**src/rtl/matrix_mem_arbiter.sv**
```systemverilog
// matrix_mem_arbiter
// Shares one single-port synchronous matrix RAM between the multiply
// sequencer (port 0) and the load/view controller (port 1). Requests are
// serialised through a small IDLE -> ISSUE -> (WAIT_RD) -> IDLE machine.
// Ties are resolved round-robin unless MEM_ARB_FIXED_PRIO_EN is defined, in
// which case port 0 always wins ties and port 1 may starve.
module matrix_mem_arbiter #(
  parameter int AW     = 5,
  parameter int DW     = 16,
  parameter int RD_LAT = 2
) (
  input  logic          clk,
  input  logic          rst,
  input  logic          r0_req,
  input  logic          r0_we,
  input  logic [AW-1:0] r0_addr,
  input  logic [DW-1:0] r0_wdata,
  output logic          r0_gnt,
  output logic          r0_rvalid,
  input  logic          r1_req,
  input  logic          r1_we,
  input  logic [AW-1:0] r1_addr,
  input  logic [DW-1:0] r1_wdata,
  output logic          r1_gnt,
  output logic          r1_rvalid,
  output logic [DW-1:0] rdata,
  output logic [AW-1:0] mem_addr,
  output logic [DW-1:0] mem_wdata,
  output logic          mem_we,
  input  logic [DW-1:0] mem_rdata,
  output logic          busy
);

  localparam logic [1:0] IDLE    = 2'd0;
  localparam logic [1:0] ISSUE   = 2'd1;
  localparam logic [1:0] WAIT_RD = 2'd2;

  // The wait counter is two bits wide, which bounds the supported latency.
  if (RD_LAT < 1 || RD_LAT > 3) begin : g_bad_rd_lat
    $error("matrix_mem_arbiter: RD_LAT must be in 1..3");
  end

  logic [1:0]    state;
  logic [1:0]    cnt;
  logic          pick;
  logic          winner;
  logic          sel_id;
  logic          sel_we;
  logic [AW-1:0] sel_addr;
  logic [DW-1:0] sel_wdata;
  logic          in_issue;

`ifndef MEM_ARB_FIXED_PRIO_EN
  // Port served by the most recent selection; the other port wins a tie.
  logic          last_port;
`endif

  // Choose which requester would be selected this cycle if the arbiter is idle.
  always_comb begin
    pick = r0_req | r1_req;
`ifdef MEM_ARB_FIXED_PRIO_EN
    winner = ~r0_req;
`else
    if (r0_req && r1_req) begin
      winner = ~last_port;
    end else begin
      winner = ~r0_req;
    end
`endif
  end

  // Main sequencer: selection, one-cycle issue and the read-latency wait.
  always_ff @(posedge clk or posedge rst) begin
    if (rst) begin
      state     <= IDLE;
      cnt       <= 2'd0;
      sel_id    <= 1'b0;
      sel_we    <= 1'b0;
      sel_addr  <= '0;
      sel_wdata <= '0;
    end else begin
      case (state)
        IDLE: begin
          if (pick) begin
            sel_id    <= winner;
            sel_we    <= winner ? r1_we    : r0_we;
            sel_addr  <= winner ? r1_addr  : r0_addr;
            sel_wdata <= winner ? r1_wdata : r0_wdata;
            state     <= ISSUE;
          end
        end
        ISSUE: begin
          if (sel_we) begin
            state <= IDLE;
          end else begin
            cnt   <= 2'(RD_LAT);
            state <= WAIT_RD;
          end
        end
        WAIT_RD: begin
          cnt <= cnt - 2'd1;
          if (cnt == 2'd1) begin
            state <= IDLE;
          end
        end
        default: state <= IDLE;
      endcase
    end
  end

`ifndef MEM_ARB_FIXED_PRIO_EN
  // Round-robin pointer: remember who was picked so the other port wins next tie.
  always_ff @(posedge clk or posedge rst) begin
    if (rst) begin
      last_port <= 1'b1;
    end else if (state == IDLE && pick) begin
      last_port <= winner;
    end
  end
`endif

  // Read return: capture RAM data on the last wait cycle and pulse the owner's rvalid.
  always_ff @(posedge clk or posedge rst) begin
    if (rst) begin
      rdata     <= '0;
      r0_rvalid <= 1'b0;
      r1_rvalid <= 1'b0;
    end else begin
      r0_rvalid <= 1'b0;
      r1_rvalid <= 1'b0;
      if (state == WAIT_RD && cnt == 2'd1) begin
        rdata     <= mem_rdata;
        r0_rvalid <= ~sel_id;
        r1_rvalid <= sel_id;
      end
    end
  end

  // The RAM sees the latched transaction; the address holds through the read wait.
  assign in_issue  = (state == ISSUE);
  assign mem_addr  = sel_addr;
  assign mem_wdata = sel_wdata;
  assign mem_we    = in_issue & sel_we;
  assign r0_gnt    = in_issue & ~sel_id;
  assign r1_gnt    = in_issue & sel_id;
  assign busy      = (state != IDLE);

endmodule
```
**config.mk**
```make
export PLATFORM = sky130hd
export DESIGN_NAME = matrix_mem_arbiter
export DESIGN_NICKNAME = d
export VERILOG_FILES = /design/src/rtl/matrix_mem_arbiter.sv
export SDC_FILE = /design/constraint.sdc
export NUM_CORES = 1
export LEC_CHECK = 0
export CAP_MARGIN = 10
export CORE_MARGIN = 4
export CORE_UTILIZATION = 45
export CTS_BUF_LIST = sky130_fd_sc_hd__clkbuf_2 sky130_fd_sc_hd__clkbuf_4 sky130_fd_sc_hd__clkbuf_8
export DETAILED_ROUTE_END_ITERATION = 12
export PLACE_DENSITY_LB_ADDON = 0.1
export SLEW_MARGIN = 40
export SYNTH_ARGS = -nofsm -noshare
export SYNTH_HDL_FRONTEND = slang
export SYNTH_SLANG_ARGS = --single-unit
export TNS_END_PERCENT = 20
```
**constraint.sdc**
```tcl
create_clock -name clk -period 3.9 [get_ports clk]
set_input_delay 0.78 -clock clk [delete_from_list [all_inputs] [get_ports clk]]
set_output_delay 0.78 -clock clk [all_outputs]
set_load 0.01 [all_outputs]
```
# == Word-level counts from Yosys, hierarchy flattened ==
# Cells that the tools add are included.
# classes
add_sub_neg,1
eq_ne,6
muxes,12
bitwise_logic,7
reduce_logical,9
# op_table
operator,n
2-to-1 mux 16 bit,1
2-to-1 mux 2 bit,4
inequality test 2 bit (second input constant),3
case mux 2 bit (3 select lines),1
AND reduction 2 bit,3
2-to-1 mux 5 bit,1
equality test 2 x 1 -> 1 bit (second input constant),2
2-to-1 mux 1 bit,4
case mux 2 bit (2 select lines),1
nonzero test 2 bit,2
AND 1 bit,3
logical AND 1 bit,3
inverter 1 bit,3
equality test 2 bit (second input constant),1
logical NOT 2 bit,1
subtractor 2 x 1 -> 2 bit (second input constant),1
bitwise OR 1 bit,1
# totals
ff_bits,46
input_bits,64
output_inout_bits,43

# == Depth between registers and ports, before layout ==
# Gate-level depths: netlist (run 1).
# logic_depth
depth_word,3
mapped_depth,7

# == Worst setup path after synthesis (run 1) ==
# Ideal clock, no wire load.
# synth_path
path_type,reg-to-output
startpoint,reg state[0]
endpoint,out busy
arrival_ns,1.087
setup_slack_ns,2.033
path_stages_with_launch,4
path_cell_list,dfrtp_1 > nor2_1 > clkbuf_1 > inv_1
# synth_via
elab_chain_cells,1
# synth_lines
item,line,rtl
from (decl),43,logic [1:0] state;
from (signal assigned),75,state <= IDLE;
from (signal assigned),89,state <= ISSUE;
from (signal assigned),94,state <= IDLE;
nonzero test 2 bit,146,assign busy = (state != IDLE);
to (decl),31,output logic busy
# Every way passes these cells.

# == Worst setup path in the final report (run 1) ==
# Ends and elaborated chain as after synthesis.

==> impl_metrics.env, run 1 <==
export IMPL_syn_inst=200
export IMPL_status="finished clean"
export IMPL_clk_path_buf_depth=2
export IMPL_worst_pin_slew_ns=0.845
export IMPL_grt_pass1_wl_mm=9.25
export IMPL_timing_rr_start="last_port"
export IMPL_max_freq_mhz=408
export IMPL_synth_warnings=0
export IMPL_nets=364
export IMPL_synth_area_um2=2190
export IMPL_cts_setup_buffers=0
export IMPL_synth_top_family_by_area="compound AO/OA/AOI/OAI gates"
export IMPL_p_sw_mw=0.815
export IMPL_finalSetupViolations=0
export IMPL_place_congestion=0.805
export IMPL_clkPwrFrac=0.129
export IMPL_top_usage_layer="met2"
export IMPL_hold_buffers=0
export IMPL_hold_path_class="flip-flop to flip-flop"
export IMPL_post_route_period_util=0.628
export IMPL_leakage_nw=1.30
export IMPL_cts_tree="built"
export IMPL_cts_root_buffer="clkbuf_8"
export IMPL_dp_hpwl_mm=4.03
export IMPL_ys_types=25
export IMPL_fin_tns_setup_ns=0
export IMPL_netSwitchingFraction=0.351
export IMPL_peakVddDrop_v=0.000360
export IMPL_fin_cells=367
export IMPL_area_growth_pct=53.5
export IMPL_pwr_share_seq=0.365
export IMPL_grt_pass1_vias=1927
export IMPL_fin_skew_ns=0.00164
export IMPL_ys_top_cells_by_area="dfrtp_1 (51%), a31oi_2 (11%), mux2_1 (6.2%), a21oi_1 (5.5%), nand3_1 (5.2%)"
export IMPL_post_cts_resized=0
export IMPL_synth_xor_area_share=0
export IMPL_placed_cells_incl_taps=359
export IMPL_hold_viol=0
export IMPL_start_util=0.465
export IMPL_drtIter0Drc=56
export IMPL_vias=1902
export IMPL_clock_sinks=46
export IMPL_grt_overflow=0
export IMPL_cp_max_fo=25
export IMPL_routed_wl_mm=5.62
export IMPL_gr_usage_met3=0.0673
export IMPL_drive_gt1_frac=0.137
export IMPL_path_clk_slew_ns=0.08
export IMPL_max_cap_viol_count=0
export IMPL_rows=25
export IMPL_syn_nets=265
export IMPL_antenna_found_initial=0
export IMPL_diodes=0
export IMPL_arrival_ns=1.67
export IMPL_muxShareOfSynthArea=0.0821
export IMPL_min_from="rdata[14]"
export IMPL_rsz0062_at_grt="false"
export IMPL_core_area_um2=4720
export IMPL_clk_latency_ns=0.29
export IMPL_synth_adder_area_share=0.00570
export IMPL_die_area_um2=6060
export IMPL_cp_end_kind="output port"
export IMPL_finalMaxSlewViolations=0
export IMPL_postSynthAreaPerCell_um2=11.0
export IMPL_fp_dieH_um=77.8
export IMPL_pwr_share_comb=0.506
export IMPL_grt_max_degree=47
export IMPL_chipWidth_um=77.8
export IMPL_ant_nets=0
export IMPL_finalCriticalPeriod_ns=2.45
export IMPL_maxSlewHeadroom=0.436
export IMPL_dr_pass1_iters=4
export IMPL_synth_top_area_share=0.513
export IMPL_powerDensity_nw_per_um2=689
export IMPL_htree_levels=2
export IMPL_critPathRequiredTime_ns=3.12
export IMPL_synth_simple_gate_area_frac=0.0958
export IMPL_io_buffers=106
export IMPL_wl_per_cell_um=15.3
export IMPL_setup_worst_path_class="flip-flop to output port"
export IMPL_ys_ff_latch=46
export IMPL_drcViolationCount=0
export IMPL_ys_seq_area_frac=0.525
export IMPL_grt_usage=0.190
export IMPL_io_pins=107
export IMPL_cts_made_buffers=5
export IMPL_crit_path_start_kind="flip-flop"
export IMPL_use_met1=0.218
export IMPL_startpoint="state[0]"
export IMPL_use_met2=0.326
export IMPL_viasPerCell=5.18
export IMPL_synth_compound_area_share=0.235
export IMPL_p_int_mw=1.51
export IMPL_synth_largest_area_cell="dfrtp_1"
[cell type report]
class / count / area, µm²
multi-input combinational: 130 / 922
clock buffer: 6 / 82.6
clock inverter: 2 / 12.5
tap: 67 / 83.8
inverter: 6 / 25.0
fill: 375 / 1350
timing repair buffer: 110 / 1090
sequential: 46 / 1150
[final timing paths]
check                                      to  cells after the start  slack (ns)
min in group asynchronous            rdata[5]                      2        0.90
worst min-delay path                rdata[14]                      1        0.49
worst max register to register  mem_wdata[12]                      3        2.22
worst min register to register      rdata[14]                      1        0.49
worst max-delay path                     busy                      4        1.45
max in group asynchronous           last_port                      2        2.62
[metal layers]
layer	up-vias	wire, µm
met3	10	412
li1	920	-
met5	-	0
met1	896	2220
met4	0	113
met2	76	2880
[registers in the layout, indices dropped and copies added (netlist names)]
signal and cells:
sel_we 1, sel_id 1, mem_wdata 16, last_port 1, state 2, rdata 16, r0_rvalid 1, cnt 2
mem_addr 5, r1_rvalid 1
[logic make-up after synthesis]
kind of cell	after synthesis
buf+inv	24
fa+ha+maj	1
simple gates	41
compound gates	72
flops	46
mux	16
[worst max-delay path, cell delays in order, from the launching register on]
cell,delay (ns)
dfrtp_1,0.45
nor2_2,0.10
buf_4,0.29
inv_1,0.07
clkdlybuf4s50_1,0.48
[synth_stat cells, drive strengths merged]
library cell	instances
a21oi	24
a31oi	22
and2	1
buf	6
clkbuf	12
dfrtp	45
dfstp	1
ha	1
inv	6
mux2	16
nand2	2
nand2b	4
nand3	23
nor2	8
nor2b	2
o21a	2
o21ai	22
o221ai	1
o22ai	1
or2	1
[stage by stage]
step / hold slack [ns] / setup slack, ns / area (µm²) / utilization / power (mW)
after global routing: 0.513 / 1.35 / 3370 / 0.713 / 2.49
after detailed placement: 0.480 / 1.53 / 3270 / 0.693 / 2.05
after CTS: 0.500 / 1.44 / 3370 / 0.713 / 2.35
after global placement: 0.473 / 1.54 / 3270 / 0.693 / 2.02
after floorplan: 0.449 / 2.03 / 2190 / - / 1.46
final: 0.492 / 1.45 / 3370 / 0.713 / 2.32
[placed cells by master (no fill, tap or decap), drive strengths merged]
| cell | instances |
|---|---|
| nand3 | 23 |
| inv | 6 |
| o21ai | 22 |
| a31oi | 22 |
| clkdlybuf4s50 | 106 |
| and2 | 1 |
| o21a | 2 |
| nand2 | 2 |
| nand2b | 4 |
| nor2 | 8 |
| nor2b | 2 |
| dfstp | 1 |
| clkinvlp | 1 |
| o221ai | 1 |
| o22ai | 1 |
| clkinv | 1 |
| or2 | 1 |
| a21oi | 24 |
| dfrtp | 45 |
| clkbuf | 6 |
| ha | 1 |
| mux2 | 16 |
| buf | 4 |
[power groups by stage]
stage / Clock [mW] / Sequential [mW] / Combinational [mW]
floorplan: 0 / 0.934 / 0.524
global placement: 0 / 0.847 / 1.17
detailed placement: 0 / 0.854 / 1.19
CTS: 0.308 / 0.847 / 1.19
global route: 0.331 / 0.879 / 1.27
finish: 0.300 / 0.847 / 1.18
Power figures use the tool's default switching activity.
==> run 2: changes to the inputs <==
--- a/config.mk
+++ b/config.mk
@@ -7,7 +7,7 @@
 export LEC_CHECK = 0
 export CAP_MARGIN = 10
 export CORE_MARGIN = 4
-export CORE_UTILIZATION = 45
+export CORE_UTILIZATION = 42
 export CTS_BUF_LIST = sky130_fd_sc_hd__clkbuf_2 sky130_fd_sc_hd__clkbuf_4 sky130_fd_sc_hd__clkbuf_8
 export DETAILED_ROUTE_END_ITERATION = 12
 export PLACE_DENSITY_LB_ADDON = 0.1
==> constraint.sdc (replaced) <==
create_clock -name clk -period 2.45 [get_ports clk]
set_input_delay 0.49 -clock clk [delete_from_list [all_inputs] [get_ports clk]]
set_output_delay 0.49 -clock clk [all_outputs]
set_load 0.01 [all_outputs]
==> impl_metrics.env, run 2 (synthesized netlist as in run 1, its figures left out) <==
export IMPL_cp_end_kind="output port"
export IMPL_nets=370
export IMPL_cts_setup_buffers=0
export IMPL_fin_tns_setup_ns=0
export IMPL_post_cts_resized=0
export IMPL_hold_buffers=0
export IMPL_regToRegSetupSlack_ns=0.87
export IMPL_clock_sinks=46
export IMPL_cts_root_buffer="clkbuf_8"
export IMPL_min_from="sel_id"
export IMPL_dp_hpwl_mm=4.27
export IMPL_maxSlewHeadroom=0.606
export IMPL_placed_cell_area_um2=3320
export IMPL_power_mw=3.72
export IMPL_max_cap_viol_count=0
export IMPL_cts_made_buffers=5
export IMPL_rsz0062_at_grt="false"
export IMPL_hold_path_class="flip-flop to flip-flop"
export IMPL_fp_dieH_um=80.3
export IMPL_powerDensity_nw_per_um2=1090
export IMPL_chipWidth_um=80.3
export IMPL_crit_path_start_kind="flip-flop"
export IMPL_worst_pin_slew_ns=0.590
export IMPL_wl_per_cell_um=15.3
export IMPL_drcViolationCount=0
export IMPL_io_buffers=106
export IMPL_fin_skew_ns=0.00474
export IMPL_critPathRequiredTime_ns=1.96
export IMPL_peakVddDrop_v=0.000574
export IMPL_ant_nets=0
export IMPL_timing_rr_start="state[1]"
export IMPL_finalSetupViolations=0
export IMPL_antenna_found_initial=0
export IMPL_arrival_ns=1.64
export IMPL_viasPerCell=5.10
export IMPL_holdPathEnd="r0_rvalid"
export IMPL_grt_pass1_wl_mm=9.14
export IMPL_hold_viol=0
export IMPL_drive_gt1_frac=0.154
export IMPL_grt_overflow=0
export IMPL_clk_path_buf_depth=2
export IMPL_core_area_um2=5070
export IMPL_path_clk_slew_ns=0.08
export IMPL_diodes=0
export IMPL_rr_worst_depth=4
export IMPL_final_cell_mix="clkdlybuf4s50_1 (106), dfrtp_1 (45), a21oi_1 (24)"
export IMPL_fin_util=0.673
export IMPL_final_area_um2=3420
export IMPL_status="finished clean"
export IMPL_area_growth_pct=55.6
export IMPL_grt_max_degree=26
export IMPL_vias=1916
export IMPL_hold_path_depth=1
export IMPL_clk_latency_ns=0.29
export IMPL_max_freq_mhz=470
export IMPL_grt_usage=0.185
export IMPL_fin_ws_ns=0.324
export IMPL_start_util=0.432
export IMPL_place_congestion=0.721
export IMPL_die_area_um2=6450
export IMPL_r2r_end="mem_wdata[2]"
export IMPL_setup_worst_path_class="flip-flop to output port"
export IMPL_finalCriticalPeriod_ns=2.13
export IMPL_post_route_period_util=0.868
export IMPL_io_pins=107
export IMPL_post_place_ws_ns=0.388
export IMPL_grt_pass1_vias=1915
export IMPL_routed_wl_mm=5.77
export IMPL_cts_tree="built"
export IMPL_htree_levels=2
export IMPL_cp_max_fo=5
export IMPL_finalMaxSlewViolations=0
export IMPL_drtIter0Drc=46
export IMPL_leakage_nw=1.34
export IMPL_rows=26
export IMPL_final_common_cell="clkdlybuf4s50_1"
export IMPL_dr_pass1_iters=4
run 2: changes by cell type in the layout (fill, tap and decap cells not counted):
| cell | change |
|---|---|
| inv_2 | +1 |
| clkbuf_4 | +1 |
| inv_4 | -1 |
| clkinvlp_4 | -1 |
| buf_4 | +6 |
run 2: routing by layer:
metal | up-vias | share of wire | GRT usage
met5 | - | 0 | 0
met4 | 0 | 0.015 | 0.0659
met3 | 8 | 0.080 | 0.0572
met2 | 71 | 0.50 | 0.319
met1 | 906 | 0.41 | 0.217
li1 | 931 | - | -
run 2: how the worst max path moves through the flow:
stage / slack (ns) / startpoint / to / cells after the start
4_1_cts: 0.31 / state[1] / r0_gnt / 3
6_report: 0.32 / state[1] / r0_gnt / 3
3_3_place_gp: 0.43 / r0_req / mem_wdata[9] / 5
3_5_place_dp: 0.39 / r0_req / mem_addr[0] / 5
5_1_grt: 0.19 / state[1] / r0_gnt / 3
2_1_floorplan: 0.87 / rst / cnt[0] / 1
run 2: final cells by class:
cell class	count	area [µm²]
inverters	6	22.5
multi-input cells	130	922
clock buffers	7	90.1
repair buffers	116	1140
fillers	434	1660
clock inverters	1	5.00
well taps	70	87.6
flip-flops and latches	46	1150
run 2: where the power goes:
group / switching [mW] / leakage [nW] / internal (mW)
clock: 0.247 / 0.0517 / 0.239
sequential: 0.215 / 0.532 / 1.13
combinational: 0.832 / 0.753 / 1.05
total: 1.29 / 1.34 / 2.43
run 2: worst max-delay path: stages, from the launching register on:
cell,delay [ns]
dfrtp_1,0.43
nand2b_1,0.23
nor2_1,0.12
clkdlybuf4s50_1,0.56
run 2: through the flow:
step | cells | hold slack, ns
after floorplan | 200 | 0.449
after global placement | 368 | 0.472
final | 376 | 0.481
after CTS | 376 | 0.488
after detailed placement | 368 | 0.476
after global routing | 376 | 0.510
==> run 3: changes to the inputs <==
--- a/config.mk
+++ b/config.mk
@@ -6,12 +6,13 @@
 export NUM_CORES = 1
 export LEC_CHECK = 0
 export CAP_MARGIN = 10
+export CELL_PAD_IN_SITES_DETAIL_PLACEMENT = 0
+export CELL_PAD_IN_SITES_GLOBAL_PLACEMENT = 2
 export CORE_MARGIN = 4
-export CORE_UTILIZATION = 42
+export CORE_UTILIZATION = 26
 export CTS_BUF_LIST = sky130_fd_sc_hd__clkbuf_2 sky130_fd_sc_hd__clkbuf_4 sky130_fd_sc_hd__clkbuf_8
 export DETAILED_ROUTE_END_ITERATION = 12
 export PLACE_DENSITY_LB_ADDON = 0.1
-export SLEW_MARGIN = 40
 export SYNTH_ARGS = -nofsm -noshare
 export SYNTH_HDL_FRONTEND = slang
 export SYNTH_SLANG_ARGS = --single-unit
==> constraint.sdc (replaced) <==
create_clock -name clk -period 2.7 [get_ports clk]
set_input_delay 0.54 -clock clk [delete_from_list [all_inputs] [get_ports clk]]
set_output_delay 0.54 -clock clk [all_outputs]
set_load 0.01 [all_outputs]
==> impl_metrics.env, run 3 (synthesized netlist as in run 1, its figures left out) <==
export IMPL_p_int_mw=2.26
export IMPL_final_cell_mix="clkdlybuf4s50_1 (106), dfrtp_1 (45), a21oi_1 (24)"
export IMPL_post_route_period_util=0.802
export IMPL_vias=1919
export IMPL_final_common_cell="clkdlybuf4s50_1"
export IMPL_cts_made_buffers=5
export IMPL_pwr_share_seq=0.352
export IMPL_viasPerCell=4.71
export IMPL_power_mw=3.49
export IMPL_cp_end_kind="output port"
export IMPL_critPathRequiredTime_ns=2.16
export IMPL_cts_root_buffer="clkbuf_8"
export IMPL_ant_nets=0
export IMPL_rr_worst_depth=4
export IMPL_peakVddDrop_v=0.000331
export IMPL_wl_per_cell_um=16.6
export IMPL_hold_path_class="flip-flop to flip-flop"
export IMPL_grt_overflow=0
export IMPL_maxSlewHeadroom=0.588
export IMPL_fin_skew_ns=0.00597
export IMPL_die_area_um2=9980
export IMPL_antenna_found_initial=0
export IMPL_post_cts_resized=0
export IMPL_cp_slowest_cell="clkdlybuf4s50_1"
export IMPL_hold_viol=0
export IMPL_arrival_ns=1.63
export IMPL_nets=366
export IMPL_fp_dieH_um=99.9
export IMPL_cp_num_buf_inv=1
export IMPL_path_clk_slew_ns=0.09
export IMPL_r2r_end="mem_wdata[8]"
export IMPL_crit_chain="nand2b_1 -> nor2_1 -> clkdlybuf4s50_1"
export IMPL_p_sw_mw=1.22
export IMPL_hold_buffers=0
export IMPL_whs_ns=0.496
export IMPL_max_freq_mhz=462
export IMPL_max_cap_viol_count=0
export IMPL_cp_top_family="buffers and inverters"
export IMPL_powerDensity_nw_per_um2=1010
export IMPL_io_pins=107
export IMPL_finalSetupViolations=0
export IMPL_netSwitchingFraction=0.351
export IMPL_setup_worst_path_class="flip-flop to output port"
export IMPL_worst_pin_slew_ns=0.618
export IMPL_leakage_nw=1.32
export IMPL_regToRegSetupSlack_ns=1.06
export IMPL_grt_pass1_vias=2091
export IMPL_hold_path_depth=1
export IMPL_dp_hpwl_mm=4.63
export IMPL_max_stage_delay_ns=0.55
export IMPL_place_congestion=0.730
export IMPL_chipWidth_um=99.9
export IMPL_grt_max_degree=47
export IMPL_routed_wl_mm=6.75
export IMPL_cp_max_fo=5
export IMPL_drcViolationCount=0
export IMPL_min_from="rdata[2]"
export IMPL_fin_tns_setup_ns=0
export IMPL_core_area_um2=8220
export IMPL_holdPathEnd="rdata[2]"
export IMPL_area_growth_pct=57.1
export IMPL_start_util=0.267
export IMPL_finalMaxSlewViolations=0
export IMPL_rsz0062_at_grt="false"
export IMPL_crit_path_start_kind="flip-flop"
export IMPL_timing_rr_start="state[0]"
export IMPL_clkPwrFrac=0.153
export IMPL_drtIter0Drc=42
export IMPL_cts_tree="built"
export IMPL_rows=33
export IMPL_drive_gt1_frac=0.142
export IMPL_clock_sinks=46
export IMPL_dr_pass1_iters=4
export IMPL_grt_pass1_wl_mm=10.7
export IMPL_cts_setup_buffers=0
export IMPL_pwr_share_comb=0.495
export IMPL_io_buffers=106
export IMPL_grt_usage=0.136
export IMPL_status="finished clean"
export IMPL_finalCriticalPeriod_ns=2.17
export IMPL_clk_latency_ns=0.30
export IMPL_clk_path_buf_depth=2
export IMPL_htree_levels=2
export IMPL_diodes=0
-- run 3: layout make-up --
type                       count  area, µm²
fill                         830       4770
clock inverter                 2       37.5
tap                          105        131
multi-input combinational    130        922
sequential                    46       1150
inverter                       6       22.5
timing repair buffer         112       1110
clock buffer                   6       76.3
-- run 3: layer usage --
layer	GRT usage	share of wire	up-vias
li1	-	-	925
met1	0.165	0.41	910
met2	0.240	0.50	75
met3	0.0292	0.066	9
met4	0.0473	0.020	0
met5	0	0	-
-- run 3: power groups by stage --
stage | clock (mW) | combinational [mW] | sequential [mW]
detailed placement | 0 | 1.76 | 1.24
global route | 0.578 | 1.88 | 1.28
finish | 0.533 | 1.73 | 1.23
global placement | 0 | 1.75 | 1.24
CTS | 0.554 | 1.76 | 1.24
floorplan | 0 | 0.758 | 1.35
-- run 3: worst max path at each step --
stage | cells past startpoint | slack [ns] | endpoint | from
after global routing | 3 | 0.45 | mem_we | state[1]
final | 3 | 0.53 | r1_gnt | state[1]
after floorplan | 1 | 1.07 | cnt[0] | rst
after global placement | 4 | 0.41 | mem_addr[4] | r0_req
after detailed placement | 4 | 0.43 | mem_addr[2] | r0_req
after CTS | 3 | 0.51 | r1_gnt | state[1]
-- run 3: metrics by stage --
| step | instance area (µm²) | utilization | setup slack [ns] | std cells |
|---|---|---|---|---|
| after global placement | 3330 | 0.406 | 0.410 | 399 |
| after floorplan | 2190 | - | 1.07 | 200 |
| after global routing | 3450 | 0.420 | 0.451 | 407 |
| final | 3450 | 0.420 | 0.534 | 407 |
| after detailed placement | 3330 | 0.406 | 0.426 | 399 |
| after CTS | 3450 | 0.420 | 0.507 | 407 |
